### config.mk
export PLATFORM = sky130hd
export DESIGN_NAME = aes_key_schedule_seq
export DESIGN_NICKNAME = d
export VERILOG_FILES = /design/src/rtl/aes_key_schedule_seq.sv
export SDC_FILE = /design/constraint.sdc
export NUM_CORES = 2
export LEC_CHECK = 0
export ABC_CLOCK_PERIOD_IN_PS = 7900
export BUFFER_PORTS_ARGS = -buffer_cell sky130_fd_sc_hd__clkbuf_2
export CAP_MARGIN = 20
export CORE_AREA = 2 2 603 605
export DETAILED_ROUTE_END_ITERATION = 12
export DIE_AREA = 0 0 605 607
export GPL_TIMING_DRIVEN = 1
export PLACE_DENSITY_LB_ADDON = 0.1
export REMOVE_ABC_BUFFERS = 1
export SETUP_SLACK_MARGIN = 0.4
export SYNTH_ARGS = -nofsm -noshare
export SYNTH_HDL_FRONTEND = slang
export SYNTH_SLANG_ARGS = --single-unit
### constraint.sdc
create_clock -name clk -period 7.9 [get_ports clk]
set_clock_uncertainty 0.05 [all_clocks]
set_input_delay 1.58 -clock clk [delete_from_list [all_inputs] [get_ports clk]]
set_output_delay 1.58 -clock clk [all_outputs]
set_load 0.005 [all_outputs]
### src/rtl/aes_key_schedule_seq.sv
// Iterative AES-128 key expansion: one round key per clock into a 1408-bit round-key bus.
// Optional build macro AES_KS_ZEROIZE_EN adds a synchronous zeroize input.
module aes_key_schedule_seq (
    input  logic           clk,
    input  logic           rst_n,
    input  logic           start,
`ifdef AES_KS_ZEROIZE_EN
    input  logic           zeroize,
`endif
    input  logic [127:0]   key_in,
    output logic           busy,
    output logic           done,
    output logic           key_valid,
    output logic [1407:0]  round_keys
);
    localparam int unsigned NR  = 10;
    localparam int unsigned KW  = 128;
    localparam int unsigned RKW = KW * (NR + 1);
    localparam int unsigned CW  = 4;

    // Forward S-box, entry 0 in the most significant byte.
    localparam logic [2047:0] SBOX = {
        128'h637c777bf26b6fc53001672bfed7ab76, 128'hca82c97dfa5947f0add4a2af9ca472c0,
        128'hb7fd9326363ff7cc34a5e5f171d83115, 128'h04c723c31896059a071280e2eb27b275,
        128'h09832c1a1b6e5aa0523bd6b329e32f84, 128'h53d100ed20fcb15b6acbbe394a4c58cf,
        128'hd0efaafb434d338545f9027f503c9fa8, 128'h51a3408f929d38f5bcb6da2110fff3d2,
        128'hcd0c13ec5f974417c4a77e3d645d1973, 128'h60814fdc222a908846eeb814de5e0bdb,
        128'he0323a0a4906245cc2d3ac629195e479, 128'he7c8376d8dd54ea96c56f4ea657aae08,
        128'hba78252e1ca6b4c6e8dd741f4bbd8b8a, 128'h703eb5664803f60e613557b986c11d9e,
        128'he1f8981169d98e949b1e87e9ce5528df, 128'h8ca1890dbfe6426841992d0fb054bb16
    };

    typedef enum logic {IDLE, RUN} state_e;

    function automatic logic [7:0] sbox(input logic [7:0] x);
        return SBOX[{~x, 3'b000} +: 8];
    endfunction

    function automatic logic [7:0] xtime(input logic [7:0] r);
        return {r[6:0], 1'b0} ^ (r[7] ? 8'h1B : 8'h00);
    endfunction

    // One expansion step: previous round key to next round key.
    function automatic logic [KW-1:0] next_rk(input logic [KW-1:0] rk, input logic [7:0] rc);
        logic [31:0] t, n0, n1, n2, n3;
        t  = {sbox(rk[23:16]), sbox(rk[15:8]), sbox(rk[7:0]), sbox(rk[31:24])} ^ {rc, 24'h0};
        n0 = rk[127:96] ^ t;
        n1 = rk[95:64]  ^ n0;
        n2 = rk[63:32]  ^ n1;
        n3 = rk[31:0]   ^ n2;
        return {n0, n1, n2, n3};
    endfunction

    state_e          state_q, state_d;
    logic [CW-1:0]   cnt_q, cnt_d;
    logic [7:0]      rcon_q, rcon_d;
    logic [RKW-1:0]  rk_q, rk_d;
    logic            busy_q, busy_d;
    logic            done_q, done_d;
    logic            kv_q, kv_d;
    logic            zero_c;
    logic            last_c;
    logic [10:0]     wr_base_c, rd_base_c;

`ifdef AES_KS_ZEROIZE_EN
    assign zero_c = zeroize;
`else
    assign zero_c = 1'b0;
`endif

    assign last_c    = (cnt_q == CW'(NR));
    assign wr_base_c = {cnt_q, 7'd0};
    assign rd_base_c = {cnt_q - 4'd1, 7'd0};

    always_ff @(posedge clk or negedge rst_n) begin
        if (!rst_n) state_q <= IDLE;
        else        state_q <= state_d;
    end

    always_comb begin
        state_d = state_q;
        case (state_q)
            IDLE:    if (start)  state_d = RUN;
            RUN:     if (last_c) state_d = IDLE;
            default: state_d = IDLE;
        endcase
        if (zero_c) state_d = IDLE;
    end

    // Datapath and status next values; zeroize overrides everything.
    always_comb begin
        rk_d   = rk_q;
        cnt_d  = cnt_q;
        rcon_d = rcon_q;
        busy_d = busy_q;
        done_d = 1'b0;
        kv_d   = kv_q;
        case (state_q)
            IDLE: begin
                if (start) begin
                    rk_d[KW-1:0] = key_in;
                    cnt_d        = CW'(1);
                    rcon_d       = 8'h01;
                    busy_d       = 1'b1;
                    kv_d         = 1'b0;
                end
            end
            RUN: begin
                rk_d[wr_base_c +: KW] = next_rk(rk_q[rd_base_c +: KW], rcon_q);
                rcon_d = xtime(rcon_q);
                cnt_d  = cnt_q + CW'(1);
                if (last_c) begin
                    busy_d = 1'b0;
                    done_d = 1'b1;
                    kv_d   = 1'b1;
                end
            end
            default: ;
        endcase
        if (zero_c) begin
            rk_d   = '0;
            cnt_d  = '0;
            rcon_d = 8'h01;
            busy_d = 1'b0;
            done_d = 1'b0;
            kv_d   = 1'b0;
        end
    end

    always_ff @(posedge clk or negedge rst_n) begin
        if (!rst_n) begin
            rk_q   <= '0;
            cnt_q  <= '0;
            rcon_q <= 8'h01;
            busy_q <= 1'b0;
            done_q <= 1'b0;
            kv_q   <= 1'b0;
        end else begin
            rk_q   <= rk_d;
            cnt_q  <= cnt_d;
            rcon_q <= rcon_d;
            busy_q <= busy_d;
            done_q <= done_d;
            kv_q   <= kv_d;
        end
    end

    assign busy       = busy_q;
    assign done       = done_q;
    assign key_valid  = kv_q;
    assign round_keys = rk_q;

endmodule
# --- After elaboration in Yosys (flattened, before gate mapping) ---
# Index checks and enable logic that the tools add are counted.
totals:
  reg_bits: 1424
  inputBits: 131
  output_inout_bits: 1411
  word_cells: 52
classes:
  addsub: 3
  n_eq_ne: 3
  n_shift: 7
  muxes: 19
  bitwise_logic: 11
  n_reduce_logical: 1
op_table:
  columns: ["cell", "count"]
  rows:
  - ["$shiftx 2048x12->8 const A", 4]
  - ["$bwmux 1408", 1]
  - ["$shift 128x13->1408 const A", 1]
  - ["$shiftx 128x13->1408", 1]
  - ["$shiftx 1408x12->128", 1]
  - ["$pmux 128 s2", 1]
  - ["$xor 32x32->32", 5]
  - ["$mux 128", 1]
  - ["$not 8->8", 4]
  - ["$pmux 8 s2", 1]
  - ["$neg 11->13", 1]
  - ["$mux 1", 8]
  - ["$mux 8", 1]
  - ["$pmux 4 s2", 1]
  - ["$xor 8x5->8", 1]
  - ["$pmux 1 s2", 3]
  - ["$mux 5", 1]
  - ["$add 4x1->4 const B", 1]
  - ["$eq 4x4->1 const B", 1]
  - ["$mux 4", 1]
  - ["$sub 4x1->4 const B", 1]
  - ["$ne 2x1->1 const B", 1]
  - ["$ne 2x2->1 const B", 1]
  - ["$reduce_and 2->1", 1]
  - ["$not 1->1", 1]

# --- Logic depth before layout (Yosys ltp) ---
depth:
  depth_word: 12
  mapped_depth: 35

# --- Worst setup path after synthesis ---
# OpenSTA, ideal clock, no wires.
synth_path:
  kind: "register to register"
  start: "reg cnt_q[0]"
  end: "reg rk_q[1078], in the netlist round_keys[1078]"
  t_arrival_ps: 7177
  path_slack_ps: 529
  stages_incl_launch_ff: 33
  path_buffers: 14
  synth_period_minus_slack_ps: 7371
  path_cell_list: "dfrtp_1 buf_6 clkinv_1 clkbuf_1 clkbuf_1 buf_1 clkbuf_1 buf_1 ha_1 buf_4 buf_6 buf_4 buf_4 buf_4 buf_6 mux2i_1 nand3_1 nand4_1 nand2_1 inv_1 clkbuf_1 ha_1 clkbuf_1 a211oi_1 a21o_1 a2111oi_0 o32ai_1 o21a_1 a311o_1 xor2_1 xor2_1 xnor2_1 o21ai_0"
synth_between:
  elab_chain_len: 11
synth_lines:
  columns: ["item", "line_no", "rtl"]
  rows:
  - ["start, declared", "55", "logic [CW-1:0] cnt_q, cnt_d;"]
  - ["start signal, assigned", "140", "cnt_q <= cnt_d;"]
  - ["$sub 4x1->4", "73", "assign rd_base_c = {cnt_q - 4'd1, 7'd0};"]
  - ["$shiftx 1408x12->128", "109", "rk_d[wr_base_c +: KW] = next_rk(rk_q[rd_base_c +: KW], rcon_q);"]
  - ["$not 8->8", "36", "return SBOX[{~x, 3'b000} +: 8];"]
  - ["$shiftx 2048x12->8", "36", null]
  - ["$xor 32x32->32", "46", "t = {sbox(rk[23:16]), sbox(rk[15:8]), sbox(rk[7:0]), sbox(rk[31:24])} ^ {rc, 24'h0};"]
  - ["$xor 32x32->32", "47", "n0 = rk[127:96] ^ t;"]
  - ["$xor 32x32->32", "48", "n1 = rk[95:64] ^ n0;"]
  - ["$xor 32x32->32", "49", "n2 = rk[63:32] ^ n1;"]
  - ["$xor 32x32->32", "50", "n3 = rk[31:0] ^ n2;"]
  - ["$shiftx 128x13->1408", "109", null]
  - ["$bwmux 1408 (*)", "109", null]
  - ["end signal, assigned", "139", "rk_q <= rk_d;"]
  - ["end, declared", "57", "logic [RKW-1:0] rk_q, rk_d;"]
# Mark *: on every way between the ends. The rest lies on a longest branch, timed or not.
# A chain may end at the register's enable or synchronous reset.

# --- Final worst setup path ---
layout_path:
  start: "reg cnt_q[0]"
  end: "reg rk_q[319], in the netlist round_keys[319]"
# The elaborated chain is that of the path after synthesis.

==> impl_metrics.ini <==
[setup_path]
rr_startpoint = cnt_q[0]
cp_data_arrival_time_ps = 8050
critPathLaunchType = flop
required_ps = 8630
critical_path_class = reg -> reg
cp_max_fo = 63
crit_start = cnt_q[0]
endpoint_kind = flop

[layout]
n_fill_cell = 38750
drive_gt1_share_pct = 27.92
fin_nets = 10350
mostFrequentLayoutCells = nand2_1 (1,860), clkbuf_2 (1,540), dfrtp_1 (1,421), o21ai_0 (1,345), buf_4 (483)
design_area_sq_um = 101500
final_common_cell = nand2_1
area_growth_pct = 26.28

[timing]
hold_viol_final = 0
period_needed_ps = 7321
setup_slack_ps = 579.1
fmax_ghz = 0.1366
maxSlewHeadroom_pct = 10.70
period_share_pct = 92.67
maxSlewViolCount = 0
setup_viol = 0
fin_setup_tns_ps = 0
tightest_slew_ps = 1339
rsz0062_at_grt = false

[synth]
synthCells = 8743
yosysWarnings = 0
ys_seq_area_share_pct = 44.35
synth-simple-area-share_pct = 15.15
synth_compound_area_share_pct = 22.52
synth-edff-count = 0
synthArstFlopShare_pct = 100.0
synthMuxAreaShare_pct = 9.065
synth_xor_area_share_pct = 2.739
synth_top_family_by_area = compound AO/OA/AOI/OAI gates
ys_types = 117
synth_flop_cell = dfrtp_1
yosys.area.top_type_share_pct = 44.31
yosys.area_share.adder_pct = 0.9031
avgSynthCellArea_sq_um = 9.191
ys_seq_elements = 1424
synth_top_cell_by_area = dfrtp_1
synth_area_leaders = dfrtp_1 (44%), nand2_1 (8.7%), o21ai_0 (8.4%), mux4_2 (6.7%), clkbuf_1 (2.2%)
syn_area_sq_um = 80360

[die]
die-area_sq_um = 367200
start_util_pct = 22.27
core_area_sq_um = 360900
pin_count = 1542
chipHeight_um = 607
fp.dieW_um = 605
fp-row-count = 221

[global_route]
grt_pass1_vias = 79730
gr-usage-all-layers_pct = 30.99
grt_max_degree = 147
grt_antenna_before_repair = 47
grt_overflow = 0
grt_first_pass_wirelength_um = 778900

[placed_design]
place_area_sq_um = 95080
dp_hpwl_um = 426200
io_buffers = 1541
place_ws_ps = 93.95
gp_routability_congestion = 0.9342

[clock_network]
cts_hold_buf = 0
cts.sinks = 1424
cts_buffers = 187
root_buffer = clkbuf_16
cts_tree = built
cts_max_level = 4
cts_max_path_buffers = 4
insertion_delay_ps = 960
clk_pin_slew_ps = 80

[detailed_routing]
drt_pass1_iterations = 7
drtIter0Drc = 8213
routed_wl_um = 589200
wire_per_inst_um = 39.00
routed_via_density = 5.446
detail-route-antenna-nets = 0
drcViolationCount = 0
vias = 82290

[worst_hold_path]
hp-start = key_valid
holdCritPathClass = reg -> reg

[flow_run]
maxCapViolations = 0

[run_status]
status = complete, no violations
==> critical path, stage by stage (launching register included) <==
cell      delay, ps
dfrtp_4         560
buf_12          420
mux4_2          650
mux2i_1         360
o22ai_2         350
ha_1            390
inv_1           270
nor3_1          140
a31oi_2         560
a21boi_1        400
nor2_1           80
o311a_1         370
o311ai_1        480
a41oi_2         260
xnor2_4         520
xor2_4          460
xor2_2          430
o21ai_0         170
==> state kept, by name (all words and copies together) (netlist names) <==
signal      cells
cnt_q           4
rcon_q          8
busy            1
round_keys   1408
done            1
key_valid       1
state_q         1
==> through the flow <==
stage	instances	hold slack [ps]	utilization, %
after global routing	15100	452.4	28.11
after global placement	14750	414.0	26.34
after CTS	15090	432.1	28.04
final	15110	431.8	28.12
after detailed placement	14760	419.0	26.35
after floorplan	7898	424.1	-
==> synthesized netlist by cell type, types with 105 or more instances <==
cell type,n
a211oi_1,105
a21oi_1,225
buf_2,204
clkbuf_1,471
dfrtp_1,1423
mux2i_1,118
mux4_2,239
nand2_1,1869
nand3_1,215
nor2_1,382
nor3_1,138
o211ai_1,187
o21ai_0,1345
xnor2_1,137
==> what timing repair did <==
action | 4_1_cts | 5_1_grt
pin swaps | 1 | 4
gates cloned | 1 | 0
setup buffers | 0 | 5
endpoints found under the setup margin | 79 | 300
gates resized for setup | 6 | 27
==> kinds of logic (layout without fill, tap and decap cells) <==
family          count (synthesis)  count (layout)
flops                        1424            1424
buf+inv                       899            2455
mux                           421             421
xor+xnor                      208             208
other cells                     0              15
simple gates                 2898            2898
compound gates               2835            2836
fa+ha+maj                      58              58
==> final timing paths <==
| check | end | slack (ps) | cells past startpoint |
|---|---|---|---|
| setup / recovery | round_keys[319] | 580 | 17 |
| hold / removal | key_valid | 430 | 1 |
| setup reg to reg | round_keys[319] | 580 | 17 |
| hold reg to reg | key_valid | 430 | 1 |
| max in group asynchronous | round_keys[689] | 5160 | 3 |
| min in group asynchronous | round_keys[198] | 600 | 1 |
==> layout make-up <==
type / count / area, sq um / area share (%)
multi-input combinational: 6421 / 41270 / 40.67
sequential: 1424 / 35640 / 35.12
timing repair buffer: 2073 / 12270 / 12.09
tap: 4794 / 5998 / 5.911
clock buffer: 280 / 5510 / 5.430
clock inverter: 48 / 536.8 / 0.5289
inverter: 54 / 212.7 / 0.2096
antenna: 15 / 37.54 / 0.03699
==> routing by layer <==
metal  up-vias  global-route usage (%)  part of all wire [%]
li1      34660                       -                     -
met1     43160                   40.11                    42
met2      3696                   50.57                    47
met3       770                   5.515                   6.5
met4         6                   13.41                   5.0
met5         -                       0                0.0066
Power is not shown: default switching activity piles up to over one toggle a cycle in this logic, so the estimate is an artifact.
